### config.mk
export PLATFORM = sky130hd
export DESIGN_NAME = text_reveal_ctrl
export DESIGN_NICKNAME = d
export VERILOG_FILES = /design/src/rtl/text_reveal_pkg.sv /design/src/rtl/frame_tick_counter.sv /design/src/rtl/text_reveal_ctrl.sv
export SDC_FILE = /design/constraint.sdc
export NUM_CORES = 1
export LEC_CHECK = 0
export CORE_UTILIZATION = 41
export CTS_CLUSTER_SIZE = 24
export DETAILED_ROUTE_END_ITERATION = 10
export PLACE_DENSITY = 0.63
export REMOVE_ABC_BUFFERS = 1
export SETUP_SLACK_MARGIN = 0.05
export SLEW_MARGIN = 20
export SYNTH_ARGS = -nofsm -noshare
export SYNTH_HDL_FRONTEND = slang
export SYNTH_SLANG_ARGS = --single-unit
### constraint.sdc
create_clock -name clk -period 5 [get_ports clk]
set_input_delay 1 -clock clk [delete_from_list [all_inputs] [get_ports clk]]
set_output_delay 1 -clock clk [all_outputs]
set_load 0.005 [all_outputs]
### src/rtl/text_reveal_pkg.sv
// Shared types and constants for the text reveal sequencer.
//   reveal_state_t : sequencer state
//   GLYPH_W/H      : glyph box size in px
//   SCREEN_W/H     : visible screen size in px
//   TICK_CNT_W     : width of the frame-tick counters
//   sat_len()      : clamp a requested message length to the maximum
package text_reveal_pkg;

  typedef enum logic [2:0] {
    ST_IDLE,
    ST_TYPING,
    ST_HOLD,
    ST_BLINK,
    ST_DONE
  } reveal_state_t;

  localparam int unsigned GLYPH_W    = 32;
  localparam int unsigned GLYPH_H    = 40;
  localparam int unsigned SCREEN_W   = 640;
  localparam int unsigned SCREEN_H   = 480;
  localparam int unsigned TICK_CNT_W = 8;

  function automatic logic [3:0] sat_len(input logic [3:0] len, input int unsigned max_len);
    if ({28'd0, len} > max_len) sat_len = 4'(max_len);
    else                        sat_len = len;
  endfunction

endpackage

### src/rtl/frame_tick_counter.sv
// Loadable frame-tick counter.
//   clk, rst_n : clock, async active-low reset
//   clr        : clear the count (wins over tick)
//   tick       : count one frame tick
//   limit      : number of ticks per period
//   hit        : this tick completes the period; the count restarts at 0
module frame_tick_counter #(
  parameter int unsigned W = 8
) (
  input  logic         clk,
  input  logic         rst_n,
  input  logic         clr,
  input  logic         tick,
  input  logic [W-1:0] limit,
  output logic         hit
);

  logic [W-1:0] count_q, count_d;

  assign hit = tick && !clr && (count_q == limit - W'(1));

  always_comb begin
    count_d = count_q;
    if (clr || hit) count_d = '0;
    else if (tick)  count_d = count_q + W'(1);
  end

  always_ff @(posedge clk or negedge rst_n) begin
    if (!rst_n) count_q <= '0;
    else        count_q <= count_d;
  end

endmodule

### src/rtl/text_reveal_ctrl.sv
// Typewriter-style message sequencer for the glyph renderers.
//   clk, rst_n          : pixel clock, async active-low reset
//   start               : latch msg_len/base_x/base_y and (re)start the sequence
//   frame_tick          : once-per-frame pulse that paces the sequence
//   msg_len             : characters to show (saturates to MAX_LEN)
//   base_x, base_y      : top-left corner of character 0
//   x, y                : current pixel
//   glyph_slot          : character slot under the previous cycle's pixel
//   glyph_x0, glyph_y0  : origin of that slot
//   glyph_en            : slot revealed, visible and pixel inside the message
//   busy                : sequence in progress
//   done                : one-cycle pulse at the end of a sequence
module text_reveal_ctrl #(
  parameter int unsigned MAX_LEN         = 8,
  parameter int unsigned PITCH_LOG2      = 6,
  parameter int unsigned GLYPH_H         = 40,
  parameter int unsigned FRAMES_PER_CHAR = 8,
  parameter int unsigned HOLD_FRAMES     = 60,
  parameter int unsigned BLINK_FRAMES    = 15,
  parameter int unsigned BLINK_TOGGLES   = 6
) (
  input  logic       clk,
  input  logic       rst_n,
  input  logic       start,
  input  logic       frame_tick,
  input  logic [3:0] msg_len,
  input  logic [9:0] base_x,
  input  logic [9:0] base_y,
  input  logic [9:0] x,
  input  logic [9:0] y,
  output logic [2:0] glyph_slot,
  output logic [9:0] glyph_x0,
  output logic [9:0] glyph_y0,
  output logic       glyph_en,
  output logic       busy,
  output logic       done
);

  import text_reveal_pkg::*;

  reveal_state_t state_q, state_d;
  logic [3:0] len_q, len_d, len_in;
  logic [9:0] base_x_q, base_x_d, base_y_q, base_y_d;
  logic [3:0] revealed_q, revealed_d;
  logic       visible_q, visible_d;
  logic [TICK_CNT_W-1:0] toggles_q, toggles_d;

  logic ctr_clr, ctr_tick, ctr_hit;
  logic [TICK_CNT_W-1:0] ctr_limit;

  assign len_in = sat_len(msg_len, MAX_LEN);

  frame_tick_counter #(.W(TICK_CNT_W)) u_tick_ctr (
    .clk   (clk),
    .rst_n (rst_n),
    .clr   (ctr_clr),
    .tick  (ctr_tick),
    .limit (ctr_limit),
    .hit   (ctr_hit)
  );

  // One counter serves every timed phase; its period follows the state.
  always_comb begin
    case (state_q)
      ST_HOLD:  ctr_limit = TICK_CNT_W'(HOLD_FRAMES);
      ST_BLINK: ctr_limit = TICK_CNT_W'(BLINK_FRAMES);
      default:  ctr_limit = TICK_CNT_W'(FRAMES_PER_CHAR);
    endcase
  end

  always_comb begin
    state_d    = state_q;
    len_d      = len_q;
    base_x_d   = base_x_q;
    base_y_d   = base_y_q;
    revealed_d = revealed_q;
    visible_d  = visible_q;
    toggles_d  = toggles_q;
    ctr_clr    = 1'b0;
    // A tick coinciding with start is dropped: clr outranks tick in the counter.
    ctr_tick   = frame_tick && (state_q inside {ST_TYPING, ST_HOLD, ST_BLINK});

    if (start) begin
      len_d     = len_in;
      base_x_d  = base_x;
      base_y_d  = base_y;
      toggles_d = '0;
      ctr_clr   = 1'b1;
      if (len_in == '0) begin
        state_d    = ST_DONE;
        revealed_d = '0;
        visible_d  = 1'b0;
      end else begin
        state_d    = ST_TYPING;
        revealed_d = 4'd1;
        visible_d  = 1'b1;
      end
    end else begin
      case (state_q)
        ST_TYPING: begin
          if (revealed_q >= len_q) begin
            // single-character message: everything is already shown
            state_d = ST_HOLD;
            ctr_clr = 1'b1;
          end else if (ctr_hit) begin
            revealed_d = revealed_q + 4'd1;
            if (revealed_d == len_q) state_d = ST_HOLD;
          end
        end
        ST_HOLD: begin
          if (ctr_hit) begin
            state_d   = ST_BLINK;
            toggles_d = '0;
          end
        end
        ST_BLINK: begin
          if (ctr_hit) begin
            visible_d = ~visible_q;
            toggles_d = toggles_q + TICK_CNT_W'(1);
            if (toggles_d == TICK_CNT_W'(BLINK_TOGGLES)) state_d = ST_DONE;
          end
        end
        ST_DONE: begin
          state_d = ST_IDLE;
          ctr_clr = 1'b1;
        end
        default: ;
      endcase
    end
  end

  always_ff @(posedge clk or negedge rst_n) begin
    if (!rst_n) begin
      state_q    <= ST_IDLE;
      len_q      <= '0;
      base_x_q   <= '0;
      base_y_q   <= '0;
      revealed_q <= '0;
      visible_q  <= 1'b0;
      toggles_q  <= '0;
    end else begin
      state_q    <= state_d;
      len_q      <= len_d;
      base_x_q   <= base_x_d;
      base_y_q   <= base_y_d;
      revealed_q <= revealed_d;
      visible_q  <= visible_d;
      toggles_q  <= toggles_d;
    end
  end

  assign busy = state_q inside {ST_TYPING, ST_HOLD, ST_BLINK};
  assign done = (state_q == ST_DONE);

  // Pixel stage: built from next-state values so the registered outputs
  // line up with the sequencer state that becomes current on the same edge.
  logic [10:0] dx, span, y_end;
  logic [2:0]  slot;
  logic        in_region, active_d;
  logic [2:0]  slot_d;
  logic [9:0]  x0_d, y0_d;
  logic        en_d;

  always_comb begin
    dx        = {1'b0, x} - {1'b0, base_x_d};
    span      = {7'd0, len_d} << PITCH_LOG2;
    y_end     = {1'b0, base_y_d} + 11'(GLYPH_H);
    in_region = (x >= base_x_d) && (dx < span) && (y >= base_y_d) && ({1'b0, y} < y_end);
    slot      = 3'(dx >> PITCH_LOG2);
    active_d  = state_d inside {ST_TYPING, ST_HOLD, ST_BLINK};
    slot_d    = '0;
    x0_d      = '0;
    y0_d      = '0;
    en_d      = 1'b0;
    if (in_region) begin
      slot_d = slot;
      x0_d   = base_x_d + (10'(slot) << PITCH_LOG2);
      y0_d   = base_y_d;
      en_d   = ({1'b0, slot} < revealed_d) && visible_d && active_d;
    end
  end

  always_ff @(posedge clk or negedge rst_n) begin
    if (!rst_n) begin
      glyph_slot <= '0;
      glyph_x0   <= '0;
      glyph_y0   <= '0;
      glyph_en   <= 1'b0;
    end else begin
      glyph_slot <= slot_d;
      glyph_x0   <= x0_d;
      glyph_y0   <= y0_d;
      glyph_en   <= en_d;
    end
  end

endmodule

=== Yosys cells after proc, flatten, opt, wreduce, memory -nomap -nowiden ===
Index checks and enable logic that the tools add are counted.

* Add/subtract/negate cells: 7
* Equal/unequal tests: 12
* Muxes and demuxes: 36
* Reductions and logical operators: 16
* Magnitude comparators: 7
* Bitwise logic cells: 1

{| class="wikitable"
|+ Operator list
! kind !! number
|-
| 10-bit 2-to-1 mux || 4
|-
| 8-bit 2-to-1 mux || 5
|-
| 3-bit 2-to-1 mux || 9
|-
| 4-bit 2-to-1 mux || 6
|-
| 10-bit >= comparator || 2
|-
| 8-bit by 1-bit adder with 8-bit output (second input constant) || 2
|-
| 8-bit case mux with 2 select lines || 1
|-
| 3-bit by 2-bit == test with 1-bit output (second input constant) || 4
|-
| 3-bit case mux with 4 select lines || 1
|-
| 6-bit case mux with 2 select lines || 1
|-
| 10-bit by 6-bit adder with 11-bit output (second input constant) || 1
|-
| 10-bit by 11-bit < comparator with 1-bit output || 1
|-
| 11-bit by 10-bit < comparator with 1-bit output || 1
|-
| 10-bit by 10-bit subtractor with 11-bit output || 1
|-
| 10-bit by 9-bit adder with 10-bit output || 1
|-
| 3-bit nonzero test || 3
|-
| 8-bit by 3-bit == test with 1-bit output (second input constant) || 1
|-
| 8-bit == test || 1
|-
| 1-bit logical AND || 8
|-
| 1-bit 2-to-1 mux || 8
|-
| 6-bit by 1-bit subtractor with 7-bit output (second input constant) || 1
|-
| 3-bit by 1-bit == test with 1-bit output (second input constant) || 2
|-
| 3-bit by 2-bit != test with 1-bit output (second input constant) || 2
|-
| 4-bit by 1-bit adder with 4-bit output (second input constant) || 1
|-
| other kinds (12) || 12
|}

* Bits in registers: 72
* Input port bits: 48
* Output and inout bits: 26

=== Depth between registers and ports, before layout ===
* Depth after elaboration: 15
* Gate-level depth with buffers: 20
* Depth with buffers taken out: 15

=== Modules after synthesis ===
From an unflattened synthesis, not the netlist that was laid out.

* Cell total of the unflattened synthesis: 477
* Area total of the unflattened synthesis: 4583.1 um^2

{| class="wikitable"
|+ By module, submodules not included
! module !! sequential area each (um^2) !! instances !! area an instance (um^2) !! cells each
|-
| text_reveal_ctrl || 1601.5 || 1 || 3905.0 || 400
|-
| frame_tick_counter || 200.2 || 1 || 678.2 || 77
|}

=== Worst setup path after synthesis ===
No wires, ideal clock.

* Path type: input -> register
* Start point: in start
* End point: reg glyph_en
* Library setup time: 0.096 ns
* Required time: 4.904 ns
* Path buffers: 5
* Stages on the path: 19
* Path slack: -0.715 ns
* Arrival: 5.619 ns
* Path through: buf_4 > clkbuf_1 > buf_1 > clkbuf_1 > mux2i_1 > ha_1 > a2111oi_0 > a211oi_1 > a211o_1 > xor2_1 > ha_1 > a21o_1 > a221oi_1 > nand3_1 > mux2i_1 > a21o_1 > nand3_1 > buf_2 > nor4_2

* Word-level cells in the longest chain between the ends: 12

{| class="wikitable"
|+ RTL lines
! item !! line !! source
|-
| start, declared || text_reveal_ctrl.sv:24 || <nowiki>input logic start,</nowiki>
|-
| branches (longest 11 deep; another with 10-bit by 10-bit subtractor with 11-bit output) || -- ||
|-
| 1-bit 2-to-1 mux * || text_reveal_ctrl.sv:175 || <nowiki>if (in_region) begin</nowiki>
|-
| named net en_d || text_reveal_ctrl.sv:162 || <nowiki>logic en_d;</nowiki>
|-
| end signal, assigned || text_reveal_ctrl.sv:193 || <nowiki>glyph_en <= en_d;</nowiki>
|-
| end, declared || text_reveal_ctrl.sv:34 || <nowiki>output logic glyph_en,</nowiki>
|}

Mark *: on every way through the listed nets, which the timed path passes.
A chain may end at the register's enable or synchronous reset.

=== Worst setup path in the final report ===
* Start point: in base_x[3]
* End point: reg glyph_x0[8]

* Word-level cells in the longest chain between the ends: 7

{| class="wikitable"
|+ RTL lines
! item !! line !! source
|-
| start, declared || text_reveal_ctrl.sv:27 || <nowiki>input logic [9:0] base_x,</nowiki>
|-
| 10-bit 2-to-1 mux * || text_reveal_ctrl.sv:83 || <nowiki>if (start) begin</nowiki>
|-
| 10-bit by 10-bit subtractor with 11-bit output || text_reveal_ctrl.sv:165 || <nowiki>dx = {1'b0, x} - {1'b0, base_x_d};</nowiki>
|-
| 11-bit by 10-bit < comparator with 1-bit output || text_reveal_ctrl.sv:168 || <nowiki>in_region = (x >= base_x_d) && (dx < span) && (y >= base_y_d) && ({1'b0, y} < y_end);</nowiki>
|-
| 1-bit logical AND (3 in series) || text_reveal_ctrl.sv:168 ||
|-
| 10-bit 2-to-1 mux * || text_reveal_ctrl.sv:175 ||
|-
| named net x0_d[8] || text_reveal_ctrl.sv:161 || <nowiki>logic [9:0] x0_d, y0_d;</nowiki>
|-
| end signal, assigned || text_reveal_ctrl.sv:186 || <nowiki>glyph_x0 <= '0;</nowiki>
|-
| end signal, assigned || text_reveal_ctrl.sv:191 || <nowiki>glyph_x0 <= x0_d;</nowiki>
|-
| end, declared || text_reveal_ctrl.sv:32 || <nowiki>output logic [9:0] glyph_x0,</nowiki>
|}

Mark *: on every way through the listed nets, which the timed path passes. The rest lies on a longest branch.

==> results.sh <==
export IMPL_status="finished clean"
export IMPL_hold_class="flop to flop"
export IMPL_crit_required_ns=5.27
export IMPL_die_area_um2=10970
export IMPL_synth_cell_types=63
export IMPL_fin_worst_skew_ns=0.008570
export IMPL_gp_congestion=0.7719
export IMPL_cts_buffers=9
export IMPL_hold_buffers=0
export IMPL_critical_path_arrival_ns=4.90
export IMPL_grt_use_total=0.1835
export IMPL_p_leak_nw=2.473
export IMPL_yosys_area_share_simple=0.1569
export IMPL_fin_crit_sh=0.9252
export IMPL_whs_endpoint="base_y_q[0]"
export IMPL_whs_path_depth=1
export IMPL_slew_viol_final=0
export IMPL_reg2reg_to="glyph_x0[8]"
export IMPL_drt_initial_drc_count=79
export IMPL_grt_overflow=0
export IMPL_worstSetupPathType="input port to flop"
export IMPL_drt_wl_total_um=9484
export IMPL_clk_latency_ns=0.34
export IMPL_hold_path_startpoint="base_y_q[0]"
export IMPL_rsz0062_at_grt="no"
export IMPL_synth_top_family_by_area="simple AND/OR/NAND/NOR gates"
export IMPL_post_dp_hpwl_um=7132
export IMPL_r2r_setup_slack_ns=1.07
export IMPL_finalSetupTns_ns=0
export IMPL_powerDensity_nw_per_um2=278.0
export IMPL_synth_seq_area_share=0.4162
export IMPL_hold_viol=0
export IMPL_r2r_cells=15
export IMPL_ctsRootBufferMaster="clkbuf_8"
export IMPL_cp_end_kind="flop"
export IMPL_pwr_share_clk=0.275
export IMPL_synthMuxAreaShare=0.05607
export IMPL_die_h_um=104.8
export IMPL_ys_ff_latch=72
export IMPL_p_seq_frac=0.433
export IMPL_swShare=0.3136
export IMPL_finalNetCount=602
export IMPL_synthesis_area_um2=4329
export IMPL_syn_inst=429
export IMPL_setup_worst_path_start_class="input port"
export IMPL_p_comb_frac=0.292
export IMPL_yosys_warnings=0
export IMPL_fmax_mhz=216.2
export IMPL_post_cts_resized=0
export IMPL_clk_pin_slew_worst_paths_ns=0.08
export IMPL_grt_pass1_vias=3365
export IMPL_postCtsSetupRepairBufs=0
export IMPL_antenna_found_initial=0
export IMPL_core_area_um2=10280
export IMPL_grt_start_max_net_pins=73
export IMPL_vias=3326
export IMPL_firstDrtPassIters=4
export IMPL_r2r_start="base_x_q[3]"
export IMPL_grt_pass1_wl_um=15860
export IMPL_port_buffers=73
export IMPL_finalCriticalPeriod_ns=4.626
export IMPL_synth_edf_count=0
export IMPL_synthFlopType="dfrtp_1"
export IMPL_wl_per_cell_um=14.59
export IMPL_vdd_ir_drop_max_mv=0.1309
export IMPL_drive_gt1_frac=0.08171
export IMPL_synth_xor_area_share=0.05867
export IMPL_area_growth_pct=24.51
export IMPL_start_util=0.4212
export IMPL_cp_max_fo=16
export IMPL_p_switching_mw=0.4699
export IMPL_cap_viol_max_count=0
export IMPL_dp_cells=634
export IMPL_drc=0
export IMPL_htreeDepth=3
export IMPL_io_pins=74
export IMPL_cts_sinks=72
export IMPL_synth_compound_area_frac=0.1318
export IMPL_ant_nets=0
export IMPL_cts_tree="built"
export IMPL_avgSynthCellArea_um2=10.09
export IMPL_slew_limit_headroom=0.3900
export IMPL_internal_power_mw=1.028
export IMPL_synth_fa_ha_area_frac=0.1318
export IMPL_antenna_cells=0
export IMPL_setup_viol=0
export IMPL_worst_pin_slew_ns=0.9150
export IMPL_async_flop_share=1.000
export IMPL_clock_path_buffers=2
export IMPL_rows=37
export IMPL_final_cells=650
export IMPL_vias_per_cell=5.117
export IMPL_die_w_um=104.8
-- synthesized netlist by cell type, types with 4 or more instances --
library cell | count | share of area
a211oi_1 | 6 | 0.010
a21o_1 | 4 | 0.0069
a21oi_1 | 11 | 0.013
clkbuf_1 | 5 | 0.0043
dfrtp_1 | 72 | 0.42
ha_1 | 44 | 0.13
inv_1 | 40 | 0.035
mux2i_1 | 22 | 0.051
nand2_1 | 16 | 0.014
nand2b_1 | 6 | 0.0087
nand3_1 | 15 | 0.017
nor2_1 | 46 | 0.040
nor2b_1 | 6 | 0.0087
nor3_1 | 6 | 0.0069
nor3b_1 | 4 | 0.0069
o21ai_0 | 19 | 0.022
or2_2 | 4 | 0.0058
xnor2_1 | 20 | 0.040
xor2_1 | 9 | 0.018
-- sequential cells by signal (all words and copies together), names as in the netlist --
name                count
glyph_y0               10
glyph_x0               10
revealed_q              4
base_y_q               10
glyph_slot              3
base_x_q               10
len_q                   4
state_q                 3
toggles_q               8
visible_q               1
u_tick_ctr.count_q      8
glyph_en                1
-- stage by stage --
step                      utilization  worst slack (ns)  hold WS [ns]  total power, mW  area [um^2]
after floorplan                     -            0.3342        0.4718           0.9221         4269
after global routing           0.5245           0.05645        0.5541            1.601         5390
final                          0.5245            0.3738        0.5197            1.498         5390
after detailed placement       0.5082          -0.08932        0.5047            1.098         5223
after global placement         0.5082            0.1062        0.4945            1.087         5223
after CTS                      0.5243            0.2994        0.5234            1.516         5389
-- layer usage --
| metal | part of all wire | vias to the layer above | track usage |
|---|---|---|---|
| li1 | - | 1655 | - |
| met1 | 0.47 | 1605 | 0.2320 |
| met2 | 0.48 | 54 | 0.3113 |
| met3 | 0.035 | 12 | 0.04117 |
| met4 | 0.014 | 0 | 0.05734 |
| met5 | 0 | - | 0 |
-- power by group through the flow --
stage                     clock [mW]  sequential [mW]  combinational (mW)
after floorplan                    0            0.653               0.269
after global placement             0            0.658               0.428
after detailed placement           0            0.659               0.440
after CTS                      0.425            0.648               0.443
after global routing           0.454            0.653               0.494
final                          0.412            0.648               0.438
-- cell type report --
cell class                      instances  area [um^2]
Clock buffer                           13        148.9
Clock inverter                          3        17.52
Fill cell                             967         4887
Inverter                               40        150.1
Multi-Input combinational cell        305         2318
Sequential cell                        72         1802
Tap cell                              136        170.2
Timing Repair Buffer                   81        783.3
-- placed cells by master, fill, tap and decap left out, types with 4 or more instances in the layout --
| cell | n |
|---|---|
| nor2_1 | 46 |
| nand2_1 | 16 |
| inv_1 | 40 |
| a211oi_1 | 6 |
| nand3_1 | 15 |
| nor2b_1 | 6 |
| xnor2_1 | 20 |
| clkdlybuf4s50_1 | 71 |
| mux2i_1 | 22 |
| dfrtp_1 | 72 |
| a21oi_1 | 11 |
| a21o_1 | 4 |
| clkbuf_8 | 10 |
| nor3_1 | 6 |
| or2_2 | 4 |
| nand2b_1 | 6 |
| xor2_1 | 9 |
| buf_4 | 9 |
| nor3b_1 | 4 |
| o21ai_0 | 19 |
| ha_1 | 44 |
-- cells by family after synthesis --
kind of cell    Yosys count
simple gates            129
compound gates           78
flops                    72
buf+inv                  52
fa+ha+maj                45
xor+xnor                 29
mux                      24
-- critical path, stage by stage --
cell and delay [ns]:
clkdlybuf4s50_1 0.40, mux2i_1 0.26, ha_1 0.30, a2111oi_1 0.44, a211oi_1 0.14, a211o_1 0.34, xor2_1 0.23, ha_1 0.29
a21o_1 0.19, a221oi_1 0.36, nand3_1 0.13, mux2i_1 0.15, a21o_1 0.12, nand3_1 0.15, buf_4 0.24, nor2_1 0.15
-- worst max-delay path by stage --
stage | from | end | slack, ns | cells after the start
detailed placement | base_x[3] | glyph_y0[0] | -0.09 | 16
floorplan | start | glyph_en | 0.33 | 14
global placement | base_x[3] | glyph_y0[0] | 0.11 | 16
CTS | base_x[3] | glyph_y0[0] | 0.30 | 16
finish | base_x[3] | glyph_x0[8] | 0.37 | 16
global route | base_x[3] | glyph_x0[8] | 0.06 | 16
(Power assumes the default switching activity.)
